[config.mk]
export PLATFORM = sky130hd
export DESIGN_NAME = clk_tap_cal_ctrl
export DESIGN_NICKNAME = d
export VERILOG_FILES = /design/src/rtl/clk_cal_pkg.sv /design/src/rtl/pd_vote_acc.sv /design/src/rtl/clk_tap_cal_ctrl.sv
export SDC_FILE = /design/constraint.sdc
export NUM_CORES = 1
export LEC_CHECK = 0
export BUFFER_PORTS_ARGS = -buffer_cell sky130_fd_sc_hd__buf_4
export CAP_MARGIN = 15
export CELL_PAD_IN_SITES_DETAIL_PLACEMENT = 0
export CELL_PAD_IN_SITES_GLOBAL_PLACEMENT = 1
export CORE_MARGIN = 8
export CORE_UTILIZATION = 46
export CTS_BUF_LIST = sky130_fd_sc_hd__clkbuf_8
export CTS_CLUSTER_DIAMETER = 30
export CTS_CLUSTER_SIZE = 12
export DETAILED_ROUTE_END_ITERATION = 10
export PLACE_DENSITY = 0.85
export SYNTH_ARGS = -nofsm -noshare
export SYNTH_HDL_FRONTEND = slang
export SYNTH_SLANG_ARGS = --single-unit
[constraint.sdc]
create_clock -name clk -period 1.65 [get_ports clk]
set_clock_uncertainty 0.1 [all_clocks]
set_input_delay 0.165 -clock clk [delete_from_list [all_inputs] [get_ports clk]]
set_output_delay 0.165 -clock clk [all_outputs]
set_load 0.02 [all_outputs]
[src/rtl/clk_cal_pkg.sv]
// Shared types and helpers for the clock-delay-chain tap calibration controller.
package clk_cal_pkg;

  // Calibration sequencer states.
  typedef enum logic [2:0] {
    ST_IDLE   = 3'd0,
    ST_SETTLE = 3'd1,
    ST_SAMPLE = 3'd2,
    ST_EVAL   = 3'd3,
    ST_DONE   = 3'd4,
    ST_FAIL   = 3'd5
  } cal_state_t;

  // Width of a tap index; a single-tap chain still needs one select bit.
  function automatic int tap_w(input int num_taps);
    return (num_taps <= 2) ? 1 : $clog2(num_taps);
  endfunction

  // Width of a counter that must reach max_val inclusive.
  function automatic int cnt_w(input int max_val);
    return (max_val <= 1) ? 1 : $clog2(max_val + 1);
  endfunction

  // Early vote wins when the count of early samples exceeds this value.
  function automatic int vote_thresh(input int samples);
    return samples / 2;
  endfunction

endpackage

[src/rtl/pd_vote_acc.sv]
// Majority-vote accumulator for the phase detector early flag.
module pd_vote_acc
  import clk_cal_pkg::*;
#(
  parameter int SAMPLES = 5
) (
  input  logic clk,
  input  logic rst_n,
  input  logic clear,
  input  logic en,
  input  logic pd_early,
  output logic vote_early
);

  localparam int CW = cnt_w(SAMPLES);
  localparam logic [CW-1:0] THRESH = CW'(vote_thresh(SAMPLES));

  logic [CW-1:0] ones;

  // Count early samples while enabled; clear takes priority so a new tap starts at zero.
  always_ff @(posedge clk or negedge rst_n) begin
    if (!rst_n) begin
      ones <= '0;
    end else if (clear) begin
      ones <= '0;
    end else if (en) begin
      ones <= ones + CW'(pd_early);
    end
  end

  assign vote_early = (ones > THRESH);

endmodule

[src/rtl/clk_tap_cal_ctrl.sv]
// Tap calibration controller: sweeps the delay-chain tap upward until the phase
// detector reports the delayed clock is no longer early, then locks that tap.
module clk_tap_cal_ctrl
  import clk_cal_pkg::*;
#(
  parameter int NUM_TAPS    = 8,
  parameter int SETTLE_CYC  = 4,
  parameter int SAMPLES     = 5,
  parameter int DEFAULT_TAP = 0,
  localparam int TAP_W      = tap_w(NUM_TAPS)
) (
  input  logic             clk,
  input  logic             rst_n,
  input  logic             cal_start,
  input  logic             pd_early,
  output logic [TAP_W-1:0] tap_sel,
  output logic             cal_busy,
  output logic             cal_done,
  output logic             cal_fail,
  output logic [TAP_W-1:0] locked_tap
);

  // One phase counter serves both the settle wait and the sample window.
  localparam int PHASE_MAX = (SETTLE_CYC > SAMPLES) ? SETTLE_CYC : SAMPLES;
  localparam int PW        = cnt_w(PHASE_MAX);

  localparam logic [PW-1:0]    SETTLE_LAST = PW'(SETTLE_CYC - 1);
  localparam logic [PW-1:0]    SAMPLE_LAST = PW'(SAMPLES - 1);
  localparam logic [TAP_W-1:0] TAP_LAST    = TAP_W'(NUM_TAPS - 1);
  localparam logic [TAP_W-1:0] TAP_DEF     = TAP_W'(DEFAULT_TAP);

  cal_state_t    state;
  logic [PW-1:0] phase_cnt;
  logic          vote_early;

  // The accumulator is held clear through settling so every tap is voted on fresh samples.
  pd_vote_acc #(
    .SAMPLES (SAMPLES)
  ) u_vote (
    .clk        (clk),
    .rst_n      (rst_n),
    .clear      (state == ST_SETTLE),
    .en         (state == ST_SAMPLE),
    .pd_early   (pd_early),
    .vote_early (vote_early)
  );

  // Sequencer: tap register only moves on start, advance and fail-revert transitions.
  always_ff @(posedge clk or negedge rst_n) begin
    if (!rst_n) begin
      state      <= ST_IDLE;
      phase_cnt  <= '0;
      tap_sel    <= TAP_DEF;
      locked_tap <= TAP_DEF;
      cal_busy   <= 1'b0;
      cal_done   <= 1'b0;
      cal_fail   <= 1'b0;
    end else begin
      cal_done <= 1'b0;
      case (state)
        ST_IDLE: begin
          if (cal_start) begin
            tap_sel   <= '0;
            cal_busy  <= 1'b1;
            cal_fail  <= 1'b0;
            phase_cnt <= '0;
            state     <= ST_SETTLE;
          end
        end
        ST_SETTLE: begin
          if (phase_cnt == SETTLE_LAST) begin
            phase_cnt <= '0;
            state     <= ST_SAMPLE;
          end else begin
            phase_cnt <= phase_cnt + PW'(1);
          end
        end
        ST_SAMPLE: begin
          if (phase_cnt == SAMPLE_LAST) begin
            phase_cnt <= '0;
            state     <= ST_EVAL;
          end else begin
            phase_cnt <= phase_cnt + PW'(1);
          end
        end
        ST_EVAL: begin
          if (vote_early) begin
            if (tap_sel == TAP_LAST) begin
              // Still early at maximum delay: give up rather than wrap to tap 0.
              state <= ST_FAIL;
            end else begin
              tap_sel   <= tap_sel + TAP_W'(1);
              phase_cnt <= '0;
              state     <= ST_SETTLE;
            end
          end else if (tap_sel == '0) begin
            // Already late at minimum delay: no early-to-late edge exists.
            state <= ST_FAIL;
          end else begin
            locked_tap <= tap_sel;
            cal_done   <= 1'b1;
            state      <= ST_DONE;
          end
        end
        ST_DONE: begin
          cal_busy <= 1'b0;
          state    <= ST_IDLE;
        end
        ST_FAIL: begin
          cal_fail <= 1'b1;
          cal_busy <= 1'b0;
          tap_sel  <= locked_tap;
          state    <= ST_IDLE;
        end
        default: begin
          state <= ST_IDLE;
        end
      endcase
    end
  end

endmodule

After elaboration in Yosys (flattened, before gate mapping). Index checks and enable logic that the tools add are counted.

Multiply operators: 0. Magnitude comparators: 1. Multiplexer cells: 25. Reductions and logical operators: 14. Equal/unequal tests: 13. Div/mod/pow operators: 0. $add $sub $neg: 3. Shifts and indexed selects: 0. Bitwise operators: 2.

Operators with widths (number): $mux 3 (14); $pmux 3 s4 (2); $eq 3x3->1 const B (4); $eq 3x2->1 const B (3); $pmux 3 s3 (1); $ne 2x2->1 const B (4); $reduce_and 4->1 (2); $add 3x1->3 const B (2); $logic_not 3->1 (2); $mux 1 (6); $reduce_and 3->1 (2); $reduce_bool 2->1 (3); $pmux 1 s2 (2); $reduce_and 2->1 (2); $reduce_bool 4->1 (1); $add 3x1->3 (1); $eq 3x1->1 const B (1); $gt 3x2->1 const B (1); $reduce_bool 3->1 (1); $ne 2x1->1 const B (1); $not 1->1 (2); $reduce_or 2->1 (1).

Bits of input ports: 4. RAM bits: 0. Word-level logic and storage cells: 66. Latch bits: 0. Output and inout bits: 9. Memories: 0. Memory bits (read-only): 0. Register bits after elaboration: 18.

Depth between registers and ports, before layout.
Depth after elaboration: 4. Gate-level depth with buffers: 6. Depth with buffers taken out: 6.

Modules after synthesis. A second synthesis with hierarchy kept.

Cell total of the unflattened synthesis: 97. Area total of the unflattened synthesis: 1046.0 um^2.

By module, submodules not included: clk_tap_cal_ctrl (instances 1, area each 888.4 um^2, cells each 84, sequential area each 375.4 um^2); pd_vote_acc (instances 1, area each 157.7 um^2, cells each 13, sequential area each 75.1 um^2).

Least setup slack after synthesis. No wires, ideal clock.

Path kind: register to register. From: register tap_sel[0]. To: register phase_cnt[2]. Data arrival time: 1.325 ns. Setup time: 0.121 ns. Period minus slack after synthesis: 1.546 ns. Buffers on the path: 0. Slack: 0.104 ns. Cell stages (with the launch flop): 6. Data required time: 1.429 ns. Path through: dfrtp_1 -> ha_1 -> ha_1 -> nor2_1 -> o21ai_1 -> a22o_1.

Word-level cells in the longest chain between the ends: 3.

RTL lines: start, declared (RTL line clk_tap_cal_ctrl.sv:16) `output logic [TAP_W-1:0] tap_sel,`; start signal, assigned (RTL line clk_tap_cal_ctrl.sv:92) `tap_sel <= tap_sel + TAP_W'(1);`; start signal, assigned (RTL line clk_tap_cal_ctrl.sv:112) `tap_sel <= locked_tap;`; $eq 3x3->1 (RTL line clk_tap_cal_ctrl.sv:88) `if (tap_sel == TAP_LAST) begin`; $ne 2x2->1 (no line); $reduce_and 4->1 (no line); end signal, assigned (RTL line clk_tap_cal_ctrl.sv:75) `phase_cnt <= phase_cnt + PW'(1);`; end signal, assigned (RTL line clk_tap_cal_ctrl.sv:83) `phase_cnt <= phase_cnt + PW'(1);`; end, declared (RTL line clk_tap_cal_ctrl.sv:33) `logic [PW-1:0] phase_cnt;`.

Every way passes these cells. A chain may end at the register's enable or synchronous reset.

Worst setup path after layout.
From: register state[1]. To: register tap_sel[0].

Word-level cells in the longest chain between the ends: 3. Elaborated cells on any way between the ends: 9. Classes of those cells: eq/ne (5); mux (1); reduce/logical (3).

RTL lines: start, declared (RTL line clk_tap_cal_ctrl.sv:32) `cal_state_t state;`; start signal, assigned (RTL line clk_tap_cal_ctrl.sv:51) `state <= ST_IDLE;`; start signal, assigned (RTL line clk_tap_cal_ctrl.sv:67) `state <= ST_SETTLE;`; start signal, assigned (RTL line clk_tap_cal_ctrl.sv:73) `state <= ST_SAMPLE;`; $eq 3x2->1 (tied with other cells) (RTL line clk_tap_cal_ctrl.sv:60) `case (state)`; $ne 2x1->1 (no line) (tied with other cells); $reduce_and 4->1 (no line).

Several ways; a longest one is shown, not always the timed one.

==> reports/metrics.csv <==
metric,value,unit
# fillers,206,
vias,833,
global-route wire length before repair,3950,um
die height,64.4,um
register area share after synthesis,41.8,%
kind of cell adding the most delay to the critical path,flip-flops,
final setup fails,0,
setup TNS,0,ns
overall routed net length,2160,um
CTS tree,yes,
root buffer cell,clkbuf_8,
Peak VDD IR,0.000862,V
Worst-path clk slew,0.06,ns
detailed placement HPWL,1650,um
crit-path cells,and2b_4 > a221oi_4 > mux2i_1,
"Hold Violations, Final",0,
post-route ant nets,0,
die area,4150,um^2
GRT overflow,0,
synth warn,0,
"FF+latch count, synth",18,
CP Class,flip-flop to flip-flop,
Post-synth EDFFs,0,
Starting Density,48.8,%
leakage power,0.617,nW
predominant post-synthesis flop cell,dfrtp_1,
Power Density,1630,nW/um^2
postcts setup bufs,0,
Crit Path Max Fanout,8,
Psw,0.859,mW
Flop pwr share,34.6,%
antenna violations before repair,0,
Switching Fraction,41.9,%
Max Freq,0.641,GHz
DR WL/cell,13.9,um
Synthesized Nets,124,
clock sinks,18,
Slew Limit Fails,0,
CTS Buffer Depth,2,
vias in the first global route,844,
RSZ-0062 raised after global routing,false,
Crit-path slowest cell,dfrtp_1,
Final period util,94.5,%
final critical-path required period,1.56,ns
synth unique cells,32,
post-synthesis cell area,1080,um^2
Core Area,2210,um^2
drt drc,0,
Setup crit end kind,flip-flop,
CP startpoint kind,flip-flop,
IO Pins,13,
CP peak stage delay,0.48,ns
"Avg Cell Area, Syn",9.72,um^2
drt first-iter violations,25,
ant diodes,0,
Gate power share,51.0,%
total track usage,11.6,%
worst hold path class,input pin to flip-flop,
run status,finished clean,
H-tree depth,1,
Design Power,2.05,mW
Buf/Inv on CP,0,
latest clock arrival within the worst-skew pair,0.24,ns
Slew headroom,78.6,%
worst slew pin tran,0.321,ns
Area Overhead vs Synth,16.8,%
IO Port Bufs,12,
FP Rows,17,
CTS buffer count,3,
share of cells above drive strength 1,20.5,%
drt pass-1 iters,4,
max_cap viols,0,
Post-synth ARST share,100,%
Critical Path RT,1.71,ns
largest net degree at the start of global routing,19,
post-synthesis cell count,111,
clock share of power,14.3,%
Pint,1.19,mW
Die Wd,64.4,um
Worst Path Arrival,1.62,ns
Vias/cell,5.37,
routability cong.,0.772,
Nets,142,
==> worst reg2reg max path, delay by kind of cell (launching register included) <==
| family | cells | cell delay (ns) |
|---|---|---|
| AND/OR/NAND/NOR | 1 | 0.26 |
| multiplexers | 1 | 0.25 |
| flip-flops | 1 | 0.48 |
| AO/OA/AOI/OAI | 1 | 0.38 |
==> synthesized netlist by cell type (3+ instances only) <==
cell     number  share of area [%]
o21ai_0       5                2.3
ha_1          9                 10
dfrtp_1      18                 42
a22o_1        3                2.4
nand2_1       5                1.7
nor2_1       13                4.5
mux2i_1       3                2.8
o21ai_1       9                4.2
inv_1        10                3.5
nor2b_1       3                1.7
a21oi_1       6                2.8
==> through the flow <==
step	hold slack (ns)	setup slack, ns	utilization (%)	cells	cell area (um^2)
final	0.109	0.0906	57.0	155	1260
after global routing	0.127	0.00892	57.0	155	1260
after CTS	0.107	0.0648	56.6	155	1250
after detailed placement	-0.0522	0.114	54.3	151	1200
after global placement	-0.0541	0.132	54.3	151	1200
after floorplan	-0.231	0.104	-	111	1080
==> layout make-up <==
| cell class | count | area (um^2) | area share (%) |
|---|---|---|---|
| inverters | 11 | 41.3 | 3.28 |
| well taps | 28 | 35.0 | 2.78 |
| multi-input cells | 78 | 562 | 44.6 |
| clock buffers | 3 | 41.3 | 3.28 |
| repair buffers | 17 | 130 | 10.3 |
| flip-flops and latches | 18 | 450 | 35.7 |
==> sequential cells by signal, summed over array words and instances, names as in the netlist <==
name         cells
cal_fail         1
cal_done         1
state            3
u_vote.ones      3
phase_cnt        3
cal_busy         1
locked_tap       3
tap_sel          3
==> kinds of logic (layout without fill, tap and decap cells) <==
family | Yosys count | in the layout | synth area share (%)
compound gates | 33 | 33 | 20.7
simple gates | 32 | 32 | 16.7
flops | 18 | 18 | 41.8
buf+inv | 15 | 31 | 6.84
fa+ha+maj | 9 | 9 | 10.4
mux | 3 | 3 | 2.78
xor+xnor | 1 | 1 | 0.812
==> cells in the final DEF, fill, tap and decap left out, drive strengths merged <==
master and count:
dfrtp 18, buf 16, o21ai 14, nor2 13
inv 11, ha 9, a21oi 7, nand2 5
nor2b 3, a22o 3, mux2i 3, clkbuf 3
and2b 2, nand2b 2, a21o 2, a31oi 2
nor3 2, nand3 1, or2 1, and3b 1
xor2 1, nand3b 1, a32o 1, a211oi 1
and3 1, a22oi 1, o311ai 1, a221oi 1
dlygate4sd3 1
==> path summary, 6_finish.rpt <==
path	start	to	slack [ns]	cells after the start
max	state[1]	tap_sel[0]	0.09	3
min	cal_start	cal_busy	0.11	3
max reg2reg	state[1]	tap_sel[0]	0.09	3
min reg2reg	cal_busy	cal_busy	0.41	2
max in group asynchronous	rst_n	u_vote.ones[1]	1.03	2
min in group asynchronous	rst_n	locked_tap[1]	0.22	2
==> layer usage <==
metal / track usage, % / vias to the layer above / wire [um]
met3: 2.23 / 2 / 59
li1: - / 416 / -
met2: 18.3 / 8 / 1030
met5: 0 / - / 0
met4: 5.72 / 0 / 16
met1: 14.8 / 407 / 1050
==> power groups by stage <==
| stage | Combinational [mW] | Clock (mW) | Sequential, mW |
|---|---|---|---|
| floorplan | 0.755 | 0 | 0.726 |
| global placement | 1.05 | 0 | 0.707 |
| detailed placement | 1.05 | 0 | 0.715 |
| CTS | 1.06 | 0.310 | 0.707 |
| global route | 1.17 | 0.326 | 0.736 |
| finish | 1.05 | 0.294 | 0.710 |
==> repair_timing <==
action | 4_1_cts | 5_1_grt
endpoints found under the setup margin | 0 | 1
resized for setup | 0 | 1
hold buffers | 1 | 0
hold endpoints to repair | 18 | 0
Power figures use the tool's default switching activity.
